<file path="src/rtl/mem_access_unit_if.sv">
// mem_access_unit_if: valid/ready memory bus between the access unit (master) and memory (slave).
interface mem_access_unit_if;
    logic        bus_valid;
    logic        bus_ready;
    logic        bus_we;
    logic [31:0] bus_addr;
    logic [31:0] bus_wdata;
    logic [3:0]  bus_wstrb;
    logic        bus_rvalid;
    logic [31:0] bus_rdata;
    modport master (
        output bus_valid, bus_we, bus_addr, bus_wdata, bus_wstrb,
        input  bus_ready, bus_rvalid, bus_rdata
    );
    modport slave (
        input  bus_valid, bus_we, bus_addr, bus_wdata, bus_wstrb,
        output bus_ready, bus_rvalid, bus_rdata
    );
endinterface

</file>
<file path="src/rtl/mem_access_unit.sv">
// mem_access_unit: load/store unit that turns datapath memory requests into valid/ready bus
// transactions, with alignment checks, byte-lane steering, load extension and a timeout.
module mem_access_unit #(
    parameter int TIMEOUT = 255
) (
    input  logic              clk,
    input  logic              rst,
    input  logic              memread,
    input  logic              memwrite,
    input  logic [2:0]        funct3,
    input  logic [31:0]       addr,
    input  logic [31:0]       writedata,
    output logic [31:0]       readdata,
    output logic              stall,
    output logic              misalign,
    output logic              bus_err,
    mem_access_unit_if.master bus
);
    typedef enum logic [1:0] {IDLE, REQ, RESP, DONE} state_t;
    localparam logic [7:0] LAST = 8'(TIMEOUT - 1);
    state_t      state, state_d;
    logic [7:0]  cnt;
    logic [31:0] addr_q, wdata_q, rdata_q, lane, load_val;
    logic [2:0]  f3_q;
    logic        we_q, err_q;
    logic        access, illegal, start, expire, wr_ok, rd_ok;
    always_comb begin
        access   = memread | memwrite;
        illegal  = (funct3[1:0] == 2'b11) || (funct3[1:0] == 2'b01 && addr[0]) ||
                   (funct3[1:0] == 2'b10 && addr[1:0] != 2'b00);
        start    = state == IDLE && access && !illegal;
        misalign = state == IDLE && access && illegal;
        expire   = cnt == LAST;
        wr_ok    = state == REQ && we_q && bus.bus_ready;
        rd_ok    = state == RESP && bus.bus_rvalid;
        state_d  = state;
        case (state)
            IDLE: state_d = start ? REQ : IDLE;
            // a completing write or read response beats a simultaneous timeout
            REQ:  state_d = (wr_ok || expire) ? DONE : (bus.bus_ready ? RESP : REQ);
            RESP: state_d = (rd_ok || expire) ? DONE : RESP;
            DONE: state_d = IDLE;
            default: state_d = IDLE;
        endcase
        stall         = start || state == REQ || state == RESP;
        bus_err       = state == DONE && err_q;
        readdata      = misalign ? 32'd0 : rdata_q;
        bus.bus_valid = state == REQ;
        bus.bus_we    = we_q;
        bus.bus_addr  = {addr_q[31:2], 2'b00};
        bus.bus_wdata = (f3_q[1:0] == 2'b00) ? {4{wdata_q[7:0]}} :
                        (f3_q[1:0] == 2'b01) ? {2{wdata_q[15:0]}} : wdata_q;
        bus.bus_wstrb = (f3_q[1:0] == 2'b00) ? 4'b0001 << addr_q[1:0] :
                        (f3_q[1:0] == 2'b01) ? 4'b0011 << addr_q[1:0] : 4'b1111;
        lane          = bus.bus_rdata >> {addr_q[1:0], 3'b000};
        load_val      = (f3_q[1:0] == 2'b00) ? {{24{lane[7] & ~f3_q[2]}}, lane[7:0]} :
                        (f3_q[1:0] == 2'b01) ? {{16{lane[15] & ~f3_q[2]}}, lane[15:0]} : lane;
    end
    always_ff @(posedge clk) begin
        if (rst) state <= IDLE;
        else state <= state_d;
    end
    always_ff @(posedge clk) begin
        if (rst) begin
            cnt     <= 8'd0;
            rdata_q <= 32'd0;
            err_q   <= 1'b0;
        end else begin
            cnt <= (state == IDLE) ? 8'd0 : cnt + 8'd1;
            if (state_d == DONE && state != DONE) begin
                rdata_q <= rd_ok ? load_val : 32'd0;
                err_q   <= !(rd_ok || wr_ok);
            end
        end
    end
    always_ff @(posedge clk) begin
        if (start) begin
            addr_q  <= addr;
            f3_q    <= funct3;
            wdata_q <= writedata;
            we_q    <= memwrite;
        end
    end
endmodule

</file>
<file path="src/flat_wrapper.sv">
// flat-port wrapper written by rule: the top's interface ports become plain ports
module mem_access_unit_flat 
#(
    parameter int TIMEOUT = 255
)
  (clk, rst, memread, memwrite, funct3, addr, writedata, readdata, stall, misalign, bus_err, bus_bus_valid, bus_bus_we, bus_bus_addr, bus_bus_wdata, bus_bus_wstrb, bus_bus_ready, bus_bus_rvalid, bus_bus_rdata);
  mem_access_unit_if bus_i ();
  input  logic clk;
  input  logic rst;
  input  logic memread;
  input  logic memwrite;
  input  logic [2:0] funct3;
  input  logic [31:0] addr;
  input  logic [31:0] writedata;
  output logic [31:0] readdata;
  output logic stall;
  output logic misalign;
  output logic bus_err;
  output wire logic [$bits(bus_i.bus_valid)-1:0] bus_bus_valid;
  output wire logic [$bits(bus_i.bus_we)-1:0] bus_bus_we;
  output wire logic [$bits(bus_i.bus_addr)-1:0] bus_bus_addr;
  output wire logic [$bits(bus_i.bus_wdata)-1:0] bus_bus_wdata;
  output wire logic [$bits(bus_i.bus_wstrb)-1:0] bus_bus_wstrb;
  input wire logic [$bits(bus_i.bus_ready)-1:0] bus_bus_ready;
  input wire logic [$bits(bus_i.bus_rvalid)-1:0] bus_bus_rvalid;
  input wire logic [$bits(bus_i.bus_rdata)-1:0] bus_bus_rdata;
  assign bus_bus_valid = bus_i.bus_valid;
  assign bus_bus_we = bus_i.bus_we;
  assign bus_bus_addr = bus_i.bus_addr;
  assign bus_bus_wdata = bus_i.bus_wdata;
  assign bus_bus_wstrb = bus_i.bus_wstrb;
  assign bus_i.bus_ready = bus_bus_ready;
  assign bus_i.bus_rvalid = bus_bus_rvalid;
  assign bus_i.bus_rdata = bus_bus_rdata;
  mem_access_unit #(.TIMEOUT(TIMEOUT)) u_core (.clk(clk), .rst(rst), .memread(memread), .memwrite(memwrite), .funct3(funct3), .addr(addr), .writedata(writedata), .readdata(readdata), .stall(stall), .misalign(misalign), .bus_err(bus_err), .bus(bus_i));
endmodule
</file>
<file path="config.mk">
export PLATFORM = sky130hd
export DESIGN_NAME = mem_access_unit_flat
export DESIGN_NICKNAME = d
export VERILOG_FILES = /design/src/rtl/mem_access_unit_if.sv /design/src/rtl/mem_access_unit.sv /design/src/flat_wrapper.sv
export SDC_FILE = /design/constraint.sdc
export NUM_CORES = 1
export LEC_CHECK = 0
export CAP_MARGIN = 20
export CELL_PAD_IN_SITES_DETAIL_PLACEMENT = 0
export CELL_PAD_IN_SITES_GLOBAL_PLACEMENT = 1
export CORE_UTILIZATION = 36
export CTS_CLUSTER_SIZE = 14
export DETAILED_ROUTE_END_ITERATION = 10
export PLACE_DENSITY_LB_ADDON = 0.08
export SYNTH_ARGS = -nofsm -noshare
export SYNTH_HDL_FRONTEND = slang
export SYNTH_SLANG_ARGS = --single-unit
</file>
<file path="constraint.sdc">
create_clock -name clk -period 3.95 [get_ports clk]
set_clock_uncertainty 0.15 [all_clocks]
set_input_delay 0.395 -clock clk [delete_from_list [all_inputs] [get_ports clk]]
set_output_delay 0.395 -clock clk [all_outputs]
set_load 0.01 [all_outputs]
</file>
==> impl_metrics.csv, run 1 <==
group,metric,value,unit
grt,first_global_vias,3851,
cts,ctsResizeCount,0,
setup_path,crit_required,3.40,ns
sta,drv_slew,0,
power_and_ir_drop,p_leak,2.73,nW
detailed_routing,routedWlPerCell,16.8,um
detailed_routing,drt-pass1-iter-count,4,
floorplanning,die-height,123,um
yosys,synth-edff-count,68,
sta,period_needed,2.93,ns
status,status,"completed",
final_layout,drive_gt1_share,11.7,%
power_and_ir_drop,switching_share,23.8,%
final_layout,seq_area,0.00290,mm2
yosys,yosys.area_share.xor_xnor,1.00,%
grt,gr-total-overflow,0,
grt,antenna_found_initial,0,
floorplanning,die_area,0.0150,mm2
setup_path,cp-end-kind,"output pin",
floorplanning,io_pins,210,
placement,placed_cells,770,
yosys,synth_top_cell_by_area,"edfxtp_1",
cts,clockBufferDepth,2,
cts,h-tree-depth,3,
power_and_ir_drop,internal_power,2.23,mW
setup_path,worst-path-max-fanout,31,
placement,hpwl,9.75,mm
hold_path,whs_path_depth,2,
placement,io_buffers,207,
setup_path,max_stage_delay,0.49,ns
floorplanning,initial_core_util,37.3,%
flow_run,drv_cap,0,
setup_path,crit_buf_inv,3,
yosys,synth-compound-area-share,11.9,%
detailed_routing,drtAntennaViolNets,0,
grt,grt_max_degree,38,
final_layout,num_antenna_cells,0,
detailed_routing,dr_total_vias,3836,
yosys,synth.distinct_cells,47,
sta,hold_slack,0.326,ns
sta,setup_tns,0,ns
hold_path,hp-class,"reg2reg",
power_and_ir_drop,power_density,387,mW/mm2
detailed_routing,drc_errors,0,
yosys,synth-async-reset-ratio,0,%
final_layout,fill_cells,1268,
detailed_routing,drt-initial-drc-count,181,
yosys,ys_warn_count,0,
sta,fmax,342,MHz
yosys,synth_top_family_by_area,"multiplexers",
floorplanning,coreArea,0.0140,mm2
sta,setup_viol,0,
yosys,synth-simple-area-share,9.55,%
sta,min_period_over_period,74.1,%
floorplanning,placementRows,43,
detailed_routing,vias_per_cell,4.88,
setup_path,critPathKind,"reg2out",
cts,cts_hold_buf,0,
sta,tightest_slew,0.668,ns
setup_path,critPathLaunchType,"flop",
final_layout,fin_nets,712,
setup_path,crit_chain,"buf_4 > nor2_2 > buf_4 > mux2_2 > clkdlybuf4s50_1",
cts,numCtsBuffers,9,
detailed_routing,routed_wirelength,13.2,mm
sta,grt_setup_unrepaired,"false",
cts,post_cts_buffers,0,
floorplanning,die_w,123,um
yosys,synth.area.top_cells,"edfxtp_1 39%, dfxtp_1 16%, buf_4 5.7%, mux2_2 5.4%, nor2b_1 4.2%",
yosys,synth_most_common_cell,"edfxtp_1",
yosys,synth_top_area_share,38.9,%
setup_path,crit_path_top_delay_cell,"clkdlybuf4s50_1",
final_layout,multi_input_area,0.00191,mm2
power_and_ir_drop,p_sw,0.696,mW
placement,place_congestion,0.776,
yosys,synth-adder-area-share,1.43,%
yosys,syn_avg_cell_area,12.0,um2
setup_path,critPathTopFamily,"buffers and inverters",
cts,clk_pin_slew,0.07,ns
cts,clock_latency,0.34,ns
yosys,synth_seq_cells,111,
power_and_ir_drop,pwr-share-seq,45.6,%
setup_path,path_depth,5,
cts,cts_tree,"built",
yosys,ys_top_cells_by_count,"68 x edfxtp_1, 43 x dfxtp_1, 42 x a21oi_1, 40 x buf_4, 35 x nor2b_1",
sta,hold_viol,0,
cts,cts_root_buf,"clkbuf_16",
final_layout,finalNonFillerCells,786,
grt,grt_pass1_wl,20.1,mm
setup_path,ff2ff_path_depth,5,
yosys,netlist_area,0.00524,mm2
setup_path,crit_path_frequent_cell,"buf_4",
yosys,synth_mux_area_share,12.3,%
sta,relSlewSlack,55.4,%
yosys,syn_inst,437,
power_and_ir_drop,clkPwrFrac,35.5,%
final_layout,area_growth,44.1,%
yosys,synth-main-ff-cell,"edfxtp_1",
yosys,ys_seq_area_share,55.4,%
grt,track_usage,18.0,%
cts,cts_sinks,111,
setup_path,arrival,2.38,ns
power_and_ir_drop,vdd_ir_drop_max,0.000257,V
power_and_ir_drop,combPwrFrac,18.9,%
layout by cell type, fill, tap and decap left out, types with 2 or more instances in the layout:
master,n
ha_1,6
mux2i_1,17
nor2_2,2
buf_4,8
nand2_1,14
a22o_1,15
inv_1,4
a21o_1,2
nand4_1,2
clkdlybuf4s50_1,207
a21oi_1,42
conb_1,2
mux4_2,7
clkbuf_16,9
bufinv_16,3
mux2_2,25
nand2b_1,2
dfxtp_1,43
o21ai_1,3
or2_2,2
nor2b_1,35
o21ai_0,32
xor2_1,5
nor3_1,2
nor2_1,14
and3_1,4
edfxtp_1,68
and2_1,2
nand3_1,5
through the flow:
step	instance area [um2]	power (mW)	setup WS (ns)	util [%]
finish	7560	2.93	1.02	53.8
global route	7560	3.06	0.900	53.8
CTS	7560	2.97	0.979	53.8
detailed placement	7210	1.92	1.13	51.4
global placement	7210	1.92	1.21	51.4
floorplan	5250	1.64	1.16	-
path summary, 6_finish.rpt:
| path | end | start | slack [ns] |
|---|---|---|---|
| worst max-delay path | bus_bus_wdata[10] | u_core.f3_q[1]$_DFFE_PP_ | 1.02 |
| worst max register to register | u_core.rdata_q[9]$_SDFFE_PP0P_ | u_core.state[1]$_SDFF_PP0_ | 1.85 |
| worst min register to register | u_core.rdata_q[27]$_SDFFE_PP0P_ | u_core.rdata_q[27]$_SDFFE_PP0P_ | 0.33 |
| worst min-delay path | u_core.rdata_q[27]$_SDFFE_PP0P_ | u_core.rdata_q[27]$_SDFFE_PP0P_ | 0.33 |
worst register-to-register path, cell delays in order, from the launching register on:
cell and delay (ns):
dfxtp_1 0.40, and2b_2 0.22, nand2_1 0.15, nor2_1 0.54, and2_1 0.40, a22o_1 0.19
metal layers:
| layer | vias to the layer above | GRT usage [%] | share of wire (%) |
|---|---|---|---|
| li1 | 1866 | - | - |
| met1 | 1808 | 20.9 | 41 |
| met2 | 146 | 30.2 | 49 |
| met3 | 16 | 6.23 | 9.2 |
| met4 | 0 | 7.09 | 1.7 |
| met5 | - | 0 | 0 |
sequential cells by signal (all words and copies together) (netlist names):
name,flops
u_core.state,2
u_core.rdata_q,32
u_core.f3_q,3
u_core.err_q,1
u_core.wdata_q,32
u_core.addr_q,32
u_core.bus.bus_we,1
u_core.cnt,8
power by group through the flow:
stage	sequential (mW)	clock, mW	combinational (mW)
after floorplan	1.36	0	0.285
after global placement	1.36	0	0.556
after detailed placement	1.36	0	0.559
after CTS	1.34	1.07	0.562
after global routing	1.34	1.12	0.597
final	1.33	1.04	0.554
cell families after synthesis:
group                      Yosys count
AOI/OAI and AO/OA                  102
DFF                                111
xor gates and xnor gates             6
buffers and inverters               69
muxes                               51
and+or+nand+nor                     91
adders and majority gates            6
other                                1
area by class of cell:
class,instances,area share (%)
flip-flops and latches,111,38.4
well taps,180,2.98
clock inverters,7,1.57
multi-input cells,258,25.3
clock buffers,9,2.98
repair buffers,216,28.5
inverters,5,0.248
Power figures use the tool's default switching activity.
==> run 2, diff against run 1 <==
--- a/config.mk
+++ b/config.mk
@@ -8,7 +8,7 @@
 export CAP_MARGIN = 20
 export CELL_PAD_IN_SITES_DETAIL_PLACEMENT = 0
 export CELL_PAD_IN_SITES_GLOBAL_PLACEMENT = 1
-export CORE_UTILIZATION = 36
+export CORE_UTILIZATION = 33
 export CTS_CLUSTER_SIZE = 14
 export DETAILED_ROUTE_END_ITERATION = 10
 export PLACE_DENSITY_LB_ADDON = 0.08
==> constraint.sdc (replaced) <==
create_clock -name clk -period 2.7 [get_ports clk]
set_clock_uncertainty 0.15 [all_clocks]
set_input_delay 0.27 -clock clk [delete_from_list [all_inputs] [get_ports clk]]
set_output_delay 0.27 -clock clk [all_outputs]
set_load 0.01 [all_outputs]
==> impl_metrics.csv, run 2 (synthesis results as in run 1) <==
group,metric,value,unit
status,status,"completed",
detailed_routing,drt-pass1-iter-count,4,
floorplanning,coreArea,0.0154,mm2
placement,place_congestion,0.758,
sta,hold_slack,0.317,ns
power_and_ir_drop,power_density,543,mW/mm2
floorplanning,die_w,128,um
flow_run,drv_cap,0,
grt,first_global_vias,3846,
placement,io_buffers,207,
hold_path,hp-class,"in2reg",
setup_path,worst-path-max-fanout,33,
floorplanning,die-height,128,um
final_layout,drive_gt1_share,12.4,%
detailed_routing,routedWlPerCell,16.4,um
cts,numCtsBuffers,9,
sta,relSlewSlack,57.5,%
setup_path,critPathLaunchType,"flop",
cts,clockBufferDepth,2,
cts,cts_hold_buf,0,
placement,placedInstanceArea,0.00730,mm2
sta,hold_viol,0,
detailed_routing,routed_wirelength,13.5,mm
setup_path,cp-end-kind,"output pin",
sta,drv_slew,0,
final_layout,top_regs,"u_core.addr_q x32, u_core.rdata_q x32, u_core.wdata_q x32",
cts,cts_sinks,111,
placement,pre_cts_ws,0.271,ns
hold_path,whs_path_depth,1,
final_layout,mostFrequentLayoutCell,"clkdlybuf4s50_1",
power_and_ir_drop,p_leak,2.74,nW
grt,grtUsageMet2,27.7,%
grt,gr-total-overflow,0,
grt,track_usage,16.7,%
sta,setup_tns,0,ns
sta,period_needed,2.53,ns
sta,setup_viol,0,
grt,met1_usage,19.9,%
grt,antenna_found_initial,0,
cts,clock_latency,0.35,ns
final_layout,layout_common_cells,"207 x clkdlybuf4s50_1, 68 x edfxtp_1, 43 x dfxtp_1",
grt,grt-busiest-layer,"met2",
grt,grtUsageMet3,5.51,%
sta,fmax,395,MHz
setup_path,critPathKind,"reg2out",
sta,min_period_over_period,93.7,%
final_layout,fin_nets,717,
final_layout,stdcell_area,0.00761,mm2
sta,tightest_slew,0.637,ns
placement,hpwl,10.0,mm
detailed_routing,dr_total_vias,3857,
cts,clk_pin_slew,0.07,ns
setup_path,crit_required,2.28,ns
grt,grt_pass1_wl,20.8,mm
setup_path,ff2ff_path_depth,6,
sta,grt_setup_unrepaired,"false",
grt,grt_max_degree,37,
detailed_routing,drt-initial-drc-count,142,
setup_path,arrival,2.11,ns
final_layout,num_antenna_cells,0,
final_layout,fill_cells,1413,
cts,cts_tree,"built",
power_and_ir_drop,vdd_ir_drop_max,0.000274,V
detailed_routing,drc_errors,0,
sta,setup_ws,0.171,ns
floorplanning,initial_core_util,34.1,%
floorplanning,io_pins,210,
cts,h-tree-depth,3,
cts,cts_root_buf,"clkbuf_16",
detailed_routing,drtAntennaViolNets,0,
final_layout,area_growth,45.2,%
detailed_routing,vias_per_cell,4.69,
floorplanning,die_area,0.0164,mm2
floorplanning,placementRows,45,
==> run 2: metrics by stage <==
step           instances  total power [mW]  utilization (%)
2_1_floorplan        438              2.40                -
3_3_place_gp         804              2.82             47.5
3_5_place_dp         804              2.83             47.5
4_1_cts              820              4.19             49.4
5_1_grt              822              4.29             49.5
6_report             822              4.13             49.5
==> run 2: worst max-delay path, cell delays in order (launching register included) <==
cell             delay, ns
dfxtp_1               0.34
nor2_1                0.20
o21ai_0               0.15
nor3_2                0.26
buf_12                0.22
nor2b_1               0.06
clkdlybuf4s50_1       0.51
==> run 2: path summary, 6_finish.rpt <==
kind / endpoint / slack (ns) / from
max: readdata[15] / 0.17 / u_core.state[0]$_SDFF_PP0_
max reg2reg: u_core.rdata_q[5]$_SDFFE_PP0P_ / 0.66 / u_core.cnt[0]$_SDFF_PP0_
min: u_core.addr_q[22]$_DFFE_PP_ / 0.32 / addr[22]
min reg2reg: u_core.rdata_q[6]$_SDFFE_PP0P_ / 0.33 / u_core.rdata_q[6]$_SDFFE_PP0P_
==> run 2: what timing repair did <==
item,in CTS,in global routing
buffers inserted,0,2
resized for setup,0,0
setup endpoints to repair,0,1
==> run 2: final cells by class <==
cell class	count	area, um2	share of cell area (%)
Timing Repair Buffer	221	2210	29.1
Inverter	5	18.8	0.247
Multi-Input combinational cell	258	1910	25.1
Clock buffer	9	225	2.96
Clock inverter	7	71.3	0.937
Sequential cell	111	2900	38.1
Tap cell	211	264	3.47
==> run 2: power breakdown <==
part	leakage, nW	internal, mW	switching [mW]
combinational	1.62	0.457	0.371
sequential	0.986	1.91	0.0430
clock	0.139	0.720	0.624
total	2.74	3.09	1.04
==> run 2: routing by layer <==
layer	vias up	part of all wire [%]
met5	-	0
met4	0	1.3
met3	10	8.1
met2	135	48
met1	1833	42
li1	1879	-
==> run 3, diff against run 2 <==
--- a/config.mk
+++ b/config.mk
@@ -7,8 +7,8 @@
 export LEC_CHECK = 0
 export CAP_MARGIN = 20
 export CELL_PAD_IN_SITES_DETAIL_PLACEMENT = 0
-export CELL_PAD_IN_SITES_GLOBAL_PLACEMENT = 1
-export CORE_UTILIZATION = 33
+export CELL_PAD_IN_SITES_GLOBAL_PLACEMENT = 2
+export CORE_UTILIZATION = 27
 export CTS_CLUSTER_SIZE = 14
 export DETAILED_ROUTE_END_ITERATION = 10
 export PLACE_DENSITY_LB_ADDON = 0.08
==> impl_metrics.csv, run 3 (synthesis results as in run 1) <==
group,metric,value,unit
status,status,"completed",
final_layout,mostFrequentLayoutCell,"clkdlybuf4s50_1",
sta,relSlewSlack,53.6,%
power_and_ir_drop,switching_share,26.0,%
setup_path,reg2reg_slack,0.62,ns
hold_path,hp-class,"in2reg",
power_and_ir_drop,power_density,530,mW/mm2
final_layout,fin_nets,715,
placement,hpwl,10.8,mm
sta,hold_viol,0,
detailed_routing,vias_per_cell,4.42,
setup_path,crit-reg2reg-launch,"u_core.cnt[0]$_SDFF_PP0_",
grt,antenna_found_initial,1,
placement,place_congestion,0.732,
sta,fmax,391,MHz
detailed_routing,routed_wirelength,14.5,mm
floorplanning,io_pins,210,
grt,first_global_vias,3988,
cts,cts_root_buf,"clkbuf_16",
sta,hold_slack,0.309,ns
power_and_ir_drop,pwr-share-seq,48.4,%
floorplanning,die_w,141,um
final_layout,layout_common_cells,"207 x clkdlybuf4s50_1, 68 x edfxtp_1, 43 x dfxtp_1",
floorplanning,placementRows,50,
final_layout,drive_gt1_share,11.8,%
hold_path,holdPathEnd,"u_core.addr_q[8]$_DFFE_PP_",
sta,setup_viol,0,
sta,setup_tns,0,ns
detailed_routing,dr_total_vias,3849,
sta,grt_setup_unrepaired,"false",
cts,h-tree-depth,3,
power_and_ir_drop,combPwrFrac,20.3,%
power_and_ir_drop,clkPwrFrac,31.3,%
final_layout,fill_cells,1855,
setup_path,ff2ff_path_depth,6,
detailed_routing,drt-pass1-iter-count,4,
hold_path,min-delay-start,"addr[8]",
final_layout,top_regs,"u_core.addr_q x32, u_core.rdata_q x32, u_core.wdata_q x32",
detailed_routing,routedWlPerCell,16.7,um
detailed_routing,drtAntennaViolNets,0,
power_and_ir_drop,internal_power,2.99,mW
cts,cts_sinks,111,
final_layout,seq_area,0.00290,mm2
cts,clk_pin_slew,0.08,ns
sta,period_needed,2.56,ns
sta,drv_slew,0,
cts,clockBufferDepth,2,
power_and_ir_drop,p_sw,1.05,mW
flow_run,drv_cap,0,
setup_path,critPathLaunchType,"flop",
cts,cts_tree,"built",
floorplanning,coreArea,0.0189,mm2
setup_path,cp-end-kind,"output pin",
hold_path,whs_path_depth,1,
sta,tightest_slew,0.696,ns
floorplanning,initial_core_util,27.7,%
final_layout,multi_input_area,0.00192,mm2
final_layout,area_growth,45.5,%
floorplanning,die-height,141,um
grt,grt_pass1_wl,22.1,mm
power_and_ir_drop,vdd_ir_drop_max,0.000285,V
floorplanning,die_area,0.0200,mm2
setup_path,r2r_end,"u_core.rdata_q[19]$_SDFFE_PP0P_",
setup_path,worst-path-max-fanout,9,
detailed_routing,drc_errors,0,
placement,io_buffers,207,
grt,grt_max_degree,69,
setup_path,arrival,2.14,ns
setup_path,critPathKind,"reg2out",
cts,post_cts_buffers,0,
cts,clock_latency,0.35,ns
cts,numCtsBuffers,9,
setup_path,crit_required,2.28,ns
detailed_routing,drt-initial-drc-count,119,
power_and_ir_drop,p_leak,2.72,nW
sta,min_period_over_period,94.8,%
grt,track_usage,14.8,%
grt,gr-total-overflow,0,
run 3: changes by cell type in the layout (fill, tap and decap cells not counted):
| cell | delta |
|---|---|
| diode_2 | +1 |
| nor2_4 | +1 |
| nor2_2 | -1 |
| clkinv_2 | -1 |
| clkinv_4 | -1 |
| clkinv_1 | +2 |
| buf_12 | -1 |
| bufinv_16 | -1 |
| inv_8 | +1 |
| buf_4 | -1 |
run 3: through the flow:
step,power [mW],instances,setup WS [ns],instance area [um2],util (%)
after global routing,4.24,869,0.0194,7620,40.4
after CTS,4.12,869,0.0535,7620,40.3
after detailed placement,2.84,853,0.131,7350,38.9
after global placement,2.83,853,0.136,7350,38.9
after floorplan,2.40,438,0.0385,5250,-
final,4.04,870,0.142,7630,40.4
run 3: timing repair:
| item | 4_1_cts | 5_1_grt |
|---|---|---|
| hold buffers | 0 | 0 |
| hold endpoints to repair | 0 | 0 |
| setup endpoints to repair | 0 | 11 |
| resized for setup | 0 | 1 |
run 3: layout make-up:
| cell class | instances | share of cell area (%) |
|---|---|---|
| inverters | 5 | 0.246 |
| repair buffers | 219 | 28.7 |
| multi-input cells | 258 | 25.2 |
| clock inverters | 7 | 0.607 |
| well taps | 260 | 4.27 |
| flip-flops and latches | 111 | 38.1 |
| diodes | 1 | 0.0328 |
| clock buffers | 9 | 2.95 |
run 3: power by group through the flow:
stage	Sequential [mW]	Combinational (mW)	Clock [mW]
after global placement	1.99	0.837	0
after detailed placement	2.00	0.840	0
after global routing	1.97	0.888	1.38
final	1.96	0.822	1.26
after CTS	1.96	0.844	1.32
after floorplan	1.99	0.417	0
run 3: worst max-delay path by stage:
stage | from | endpoint | cells past startpoint
2_1_floorplan | funct3[0] | u_core.addr_q[0]$_DFFE_PP_ | 3
3_3_place_gp | funct3[0] | readdata[15] | 6
3_5_place_dp | funct3[0] | readdata[15] | 6
4_1_cts | u_core.state[1]$_SDFF_PP0_ | readdata[15] | 6
5_1_grt | u_core.addr_q[1]$_DFFE_PP_ | bus_bus_wstrb[2] | 4
6_report | u_core.addr_q[1]$_DFFE_PP_ | bus_bus_wstrb[2] | 4
run 3: critical path, cell delays in order, from the launching register on:
cell             delay, ns
edfxtp_1              0.57
inv_1                 0.15
ha_1                  0.30
a211o_1               0.25
clkdlybuf4s50_1       0.51
run 3: routing by layer:
metal  up-vias  part of all wire, %  global-route usage [%]  routed length [um]
met1      1820                   42                    17.5                6160
met4         0                  1.7                    5.84                 246
li1       1883                    -                       -                   -
met3        13                  7.9                    5.06                1150
met5         -                    0                       0                   0
met2       133                   48                    24.5                6960
